`src/rtl/wdt_pkg.sv`:
```
// Shared types and constants for the watchdog controller slice.
package wdt_pkg;

  typedef enum logic [1:0] {
    IDLE    = 2'd0,
    RUN     = 2'd1,
    KICK    = 2'd2,
    TIMEOUT = 2'd3
  } wdt_ctrl_state_e;

  localparam logic [1:0] WDT_ADDR_CTRL   = 2'd0;
  localparam logic [1:0] WDT_ADDR_TOCNT  = 2'd1;
  localparam logic [1:0] WDT_ADDR_KICK   = 2'd2;
  localparam logic [1:0] WDT_ADDR_STATUS = 2'd3;

  localparam logic [31:0] WDT_KICK_KEY = 32'h5A5A_A5A5;

  localparam int unsigned WDT_DEF_STRETCH = 4;
  localparam int unsigned WDT_DEF_GRACE   = 1024;
  localparam logic [31:0] WDT_DEF_TOCNT   = 32'h0000_FFFF;

endpackage

```
`src/rtl/wdt_sync2.sv`:
```
// Generic two-flop synchroniser with asynchronous active-low reset.
module wdt_sync2 #(
  parameter int W = 1
) (
  input  logic         clk,
  input  logic         rst,
  input  logic [W-1:0] d,
  output logic [W-1:0] q
);

  logic [W-1:0] meta;

  always_ff @(posedge clk or negedge rst) begin
    if (!rst) begin
      meta <= '0;
      q    <= '0;
    end else begin
      meta <= d;
      q    <= meta;
    end
  end

endmodule

```
`src/rtl/wdt_ctrl.sv`:
```
// Register-mapped watchdog sequencer: enable level, stretched kick, locked timeout count,
// timeout escalation. Define WDT_CTRL_PRE_IRQ_EN for the irq + grace-period build.
module wdt_ctrl
  import wdt_pkg::*;
#(
  parameter int unsigned  STRETCH   = WDT_DEF_STRETCH,
`ifdef WDT_CTRL_PRE_IRQ_EN
  parameter int unsigned  GRACE     = WDT_DEF_GRACE,
`endif
  parameter logic [31:0]  DEF_TOCNT = WDT_DEF_TOCNT
) (
  input  logic        clk,
  input  logic        rst,
  input  logic        req,
  input  logic        we,
  input  logic [1:0]  addr,
  input  logic [31:0] wdata,
  output logic [31:0] rdata,
  output logic        ack,
  output logic        WDEN,
  output logic        WDLIVE,
  output logic [31:0] WTOCNT,
  input  logic        WTO,
  output logic        irq,
  output logic        sys_rst_req
);

  localparam int KW = $clog2(STRETCH + 1);
  localparam logic [KW-1:0] KICK_LAST = KW'(STRETCH - 1);

  wdt_ctrl_state_e state, state_nxt;
  logic [KW-1:0]   kick_cnt;
  logic            key_err;
  logic            wto_s;
  logic [31:0]     rd_val;

  logic wr, rd, ctrl_wr, en_wr, dis_wr, tocnt_wr, kick_wr, kick_ok, kick_bad, timeout_evt;

  wdt_sync2 #(.W(1)) u_wto_sync (
    .clk (clk),
    .rst (rst),
    .d   (WTO),
    .q   (wto_s)
  );

  assign wr          = req & we;
  assign rd          = req & ~we;
  assign ctrl_wr     = wr && (addr == WDT_ADDR_CTRL);
  assign en_wr       = ctrl_wr & wdata[0];
  assign dis_wr      = ctrl_wr & ~wdata[0];
  assign tocnt_wr    = wr && (addr == WDT_ADDR_TOCNT) && (state == IDLE);
  assign kick_wr     = wr && (addr == WDT_ADDR_KICK);
  assign kick_ok     = kick_wr && (state == RUN) && (wdata == WDT_KICK_KEY);
  // Kicks during an active stretch are silently dropped, not flagged.
  assign kick_bad    = kick_wr && (state != KICK) && !kick_ok;
  assign timeout_evt = wto_s && ((state == RUN) || (state == KICK));

  always_ff @(posedge clk or negedge rst) begin
    if (!rst) begin
      state <= IDLE;
    end else begin
      state <= state_nxt;
    end
  end

  // Disable beats timeout, timeout beats kick.
  always_comb begin
    state_nxt = state;
    WDEN      = 1'b0;
    WDLIVE    = 1'b0;
    case (state)
      IDLE: begin
        if (en_wr) state_nxt = RUN;
      end
      RUN: begin
        WDEN = 1'b1;
        if (dis_wr)           state_nxt = IDLE;
        else if (timeout_evt) state_nxt = TIMEOUT;
        else if (kick_ok)     state_nxt = KICK;
      end
      KICK: begin
        WDEN   = 1'b1;
        WDLIVE = 1'b1;
        if (dis_wr)                      state_nxt = IDLE;
        else if (timeout_evt)            state_nxt = TIMEOUT;
        else if (kick_cnt == KICK_LAST)  state_nxt = RUN;
      end
      TIMEOUT: begin
        WDEN = 1'b1;
        if (dis_wr) state_nxt = IDLE;
      end
      default: state_nxt = IDLE;
    endcase
  end

  // KICK is only entered from RUN, where the counter is held at zero.
  always_ff @(posedge clk or negedge rst) begin
    if (!rst) begin
      kick_cnt <= '0;
    end else if (state == KICK) begin
      kick_cnt <= kick_cnt + KW'(1);
    end else begin
      kick_cnt <= '0;
    end
  end

  always_ff @(posedge clk or negedge rst) begin
    if (!rst) begin
      WTOCNT  <= DEF_TOCNT;
      key_err <= 1'b0;
    end else begin
      if (tocnt_wr) WTOCNT <= wdata;
      if (kick_bad)
        key_err <= 1'b1;
      else if (rd && (addr == WDT_ADDR_STATUS))
        key_err <= 1'b0;
    end
  end

  always_comb begin
    rd_val = '0;
    case (addr)
      WDT_ADDR_CTRL:   rd_val[0]   = (state != IDLE);
      WDT_ADDR_TOCNT:  rd_val      = WTOCNT;
      WDT_ADDR_STATUS: rd_val[3:0] = {key_err, (state == KICK), (state == TIMEOUT), (state != IDLE)};
      default:         rd_val      = '0;
    endcase
  end

  always_ff @(posedge clk or negedge rst) begin
    if (!rst) begin
      ack   <= 1'b0;
      rdata <= '0;
    end else begin
      ack   <= req;
      rdata <= rd ? rd_val : '0;
    end
  end

`ifdef WDT_CTRL_PRE_IRQ_EN
  logic [31:0] grace_cnt;

  always_ff @(posedge clk or negedge rst) begin
    if (!rst) begin
      grace_cnt <= '0;
    end else if (state != TIMEOUT) begin
      grace_cnt <= '0;
    end else if (grace_cnt != '1) begin
      grace_cnt <= grace_cnt + 32'd1;
    end
  end

  assign irq         = (state == TIMEOUT);
  assign sys_rst_req = (state == TIMEOUT) && (grace_cnt >= 32'(GRACE));
`else
  assign irq         = 1'b0;
  assign sys_rst_req = (state == TIMEOUT);
`endif

endmodule

```
`config.mk`:
```
export PLATFORM = sky130hd
export DESIGN_NAME = wdt_ctrl
export DESIGN_NICKNAME = d
export VERILOG_FILES = /design/src/rtl/wdt_pkg.sv /design/src/rtl/wdt_sync2.sv /design/src/rtl/wdt_ctrl.sv
export SDC_FILE = /design/constraint.sdc
export NUM_CORES = 1
export LEC_CHECK = 0
export BUFFER_PORTS_ARGS = -buffer_cell sky130_fd_sc_hd__buf_2
export CELL_PAD_IN_SITES_DETAIL_PLACEMENT = 1
export CELL_PAD_IN_SITES_GLOBAL_PLACEMENT = 2
export CORE_MARGIN = 1
export CORE_UTILIZATION = 34
export DETAILED_ROUTE_END_ITERATION = 7
export PLACE_DENSITY_LB_ADDON = 0.3
export REMOVE_ABC_BUFFERS = 1
export SYNTH_ARGS = -nofsm -noshare
export SYNTH_HDL_FRONTEND = slang
export SYNTH_SLANG_ARGS = --single-unit
```
`constraint.sdc`:
```
create_clock -name clk -period 4.3 [get_ports clk]
set_input_delay 0 -clock clk [delete_from_list [all_inputs] [get_ports clk]]
set_output_delay 0 -clock clk [all_outputs]
set_load 0.02 [all_outputs]
```
==> results.sh <==
export IMPL_start_kind="register"
export IMPL_yosysTopAreaCellShare_pct=48.59
export IMPL_power_density_nw_per_um2=558.2
export IMPL_synth_top_cell_by_area="dfrtp_1"
export IMPL_fmax_mhz=491.6
export IMPL_fin_crit_ns=2.034
export IMPL_tightest_slew_ns=1.026
export IMPL_hold_path_class="in2reg"
export IMPL_firstDrtPassIters=4
export IMPL_whs_path_depth=3
export IMPL_timing_hold_ws_ns=0.03446
export IMPL_setup_violations=0
export IMPL_cts_buffers_inserted=9
export IMPL_routed_via_density=4.627
export IMPL_grt_usage_pct=17.28
export IMPL_vias=2133
export IMPL_cp_end_kind="register"
export IMPL_design_core_area_sq_um=8299
export IMPL_outcome="completed"
export IMPL_slowest_delay_ns=0.48
export IMPL_path_cells="inv_1, ha_1, and2_1, or3b_2, o22ai_2, mux2_1"
export IMPL_startpoint="state[0]"
export IMPL_rsz0062_at_grt="no"
export IMPL_relSlewSlack_pct=31.59
export IMPL_worstPathMaxFanout=5
export IMPL_cts_tree="yes"
export IMPL_antenna_cells=0
export IMPL_gp_congestion=0.7753
export IMPL_crit_required_ns=4.52
export IMPL_start_util_pct=35.37
export IMPL_min_to="rdata[0]"
export IMPL_avgSynthCellArea_sq_um=14.39
export IMPL_die_h_um=94.92
export IMPL_grt_max_degree=74
export IMPL_grt_pass1_wl_mm=11.38
export IMPL_numPortBuffers=106
export IMPL_drcViolationCount=0
export IMPL_wl_per_cell_um=15.27
export IMPL_overflow=0
export IMPL_die_area_sq_um=9009
export IMPL_netlist_area_sq_um=2935
export IMPL_setup_ws_ns=2.266
export IMPL_r2r_start="state[0]"
export IMPL_path_class="reg2reg"
export IMPL_clock_skew_ns=0.007893
export IMPL_hold_viol=0
export IMPL_antenna_found_initial=0
export IMPL_rows=33
export IMPL_maxCapViolations=0
export IMPL_ys_ff_latch=73
export IMPL_antenna_left=0
export IMPL_post_place_ws_ns=2.263
export IMPL_worst_skew_pair_late_latency_ns=0.34
export IMPL_ios=108
export IMPL_die_x_um=94.92
export IMPL_ctsRootBufferMaster="clkbuf_8"
export IMPL_ys_seq_area_share_pct=62.92
export IMPL_finalWirelength_mm=7.041
export IMPL_grt_pass1_vias=2279
export IMPL_holdBufCountCts=36
export IMPL_period_share_pct=47.31
export IMPL_yosys_warnings=0
export IMPL_post_cts_repair_setup_buffers=0
export IMPL_slew_violations=0
export IMPL_crit_slowest_cell="or3b_2"
export IMPL_min_from="addr[1]"
export IMPL_drive_gt1_share_pct=48.88
export IMPL_ys_types=35
export IMPL_final_nets=401
export IMPL_crit_arrival_ns=2.26
export IMPL_synth_cells=204
export IMPL_clk_path_buf_depth=2
export IMPL_power_ir_vdd_worst_uv=247.8
export IMPL_worstRegToRegCells=6
export IMPL_dpl_hpwl_mm=4.780
export IMPL_ctsResizeCount=0
export IMPL_area_growth_pct=39.68
export IMPL_clkSinkCount=73
export IMPL_tns_ns=0
export IMPL_path_clk_slew_ns=0.07
export IMPL_drtIter0Drc=50
export IMPL_reg2reg_slack_ns=2.27
export IMPL_htree_levels=3
export IMPL_total_leakage_power_nw=2.135
export IMPL_r2r_end="state[0]"
export IMPL_synth_area_leaders="dfrtp_1, dfstp_2, mux2_2"
[metal layers]
layer  track usage, %  routed length, um
met1            20.86               3094
met3            4.026                378
met2            28.60               3395
met5                0                  0
met4            9.091                173
[cell families after synthesis]
family	Yosys count	share of synthesized area, %
buffers and inverters	15	2.174
DFF	73	62.92
other	1	0.1278
muxes	34	13.04
adders and majority gates	11	4.689
and+or+nand+nor	58	14.15
AOI/OAI and AO/OA	12	2.899
[per-stage QoR]
stage / area [sq um] / utilization, % / total power, mW / instances
floorplan: 2902 / - / 1.523 / 197
global placement: 3573 / 43.06 / 1.792 / 409
detailed placement: 3573 / 43.06 / 1.821 / 409
CTS: 4100 / 49.40 / 2.324 / 461
global route: 4100 / 49.40 / 2.440 / 461
finish: 4100 / 49.40 / 2.289 / 461
[layout by cell type, fill, tap and decap left out, types with 3 or more instances in the layout]
master,netlist,final
and2_1,30,30
a22o_1,3,3
dfstp_2,16,16
dlygate4sd3_1,0,36
a21oi_1,4,4
mux2_2,32,32
clkbuf_8,0,10
dfrtp_1,57,57
nor2_1,5,5
inv_1,8,8
ha_1,11,11
nand4_1,3,3
clkbuf_1,3,3
buf_2,3,105
[worst max-delay path by stage]
stage               cells after the start         end  slack [ns]
detailed placement                      6    state[0]        2.26
global placement                        6    state[1]        2.32
CTS                                     6    state[0]        2.25
finish                                  6    state[0]        2.27
global route                            6    state[0]        2.16
floorplan                               4  WTOCNT[16]        1.97
[Yosys cell counts]
cell	count
buf_4	1
inv_1	8
clkbuf_1	3
nor2b_1	2
and2_1	30
nand3b_1	1
o32ai_1	1
mux2_1	2
nand4bb_1	2
nor4b_4	1
a21oi_1	4
mux2_2	32
and4bb_1	1
nand3_1	2
nor4b_1	1
dfrtp_1	57
or2_2	1
ha_1	11
dfstp_2	16
o21ai_0	2
nand4_1	3
or3b_2	1
buf_2	3
o22ai_2	1
nor4bb_1	1
nor4_1	1
and3b_1	2
nand2b_1	1
conb_1	1
nand3b_4	1
nor3_1	1
a22o_1	3
o211ai_1	1
and4bb_2	1
nor2_1	5
[worst max-delay path, delay by kind of cell, from the launching register on]
family          cells  cell delay (ns)
mux                 1             0.34
buf+inv             1             0.08
fa+ha+maj           1             0.28
compound gates      1             0.17
simple gates        2             0.66
flops               1             0.39
[power by group]
group,internal [mW],leakage [nW],switching [mW]
clock network,0.224,0.0834,0.244
registers,0.920,0.920,0.121
logic,0.334,1.13,0.446
total,1.48,2.13,0.811
[area by class of cell]
class	count	area, sq um
inverter	8	30.03
sequential	73	1847
fill	902	4199
tap	105	131.4
timing repair buffer	143	900.9
clock buffer	13	148.9
clock inverter	3	17.52
multi-input combinational	116	1025
[state kept, by name, indices dropped and copies added (netlist names)]
register         count
u_wto_sync.q         1
WTOCNT              32
state                2
kick_cnt             3
key_err              1
rdata               32
ack                  1
u_wto_sync.meta      1
Power figures use the tool's default switching activity.
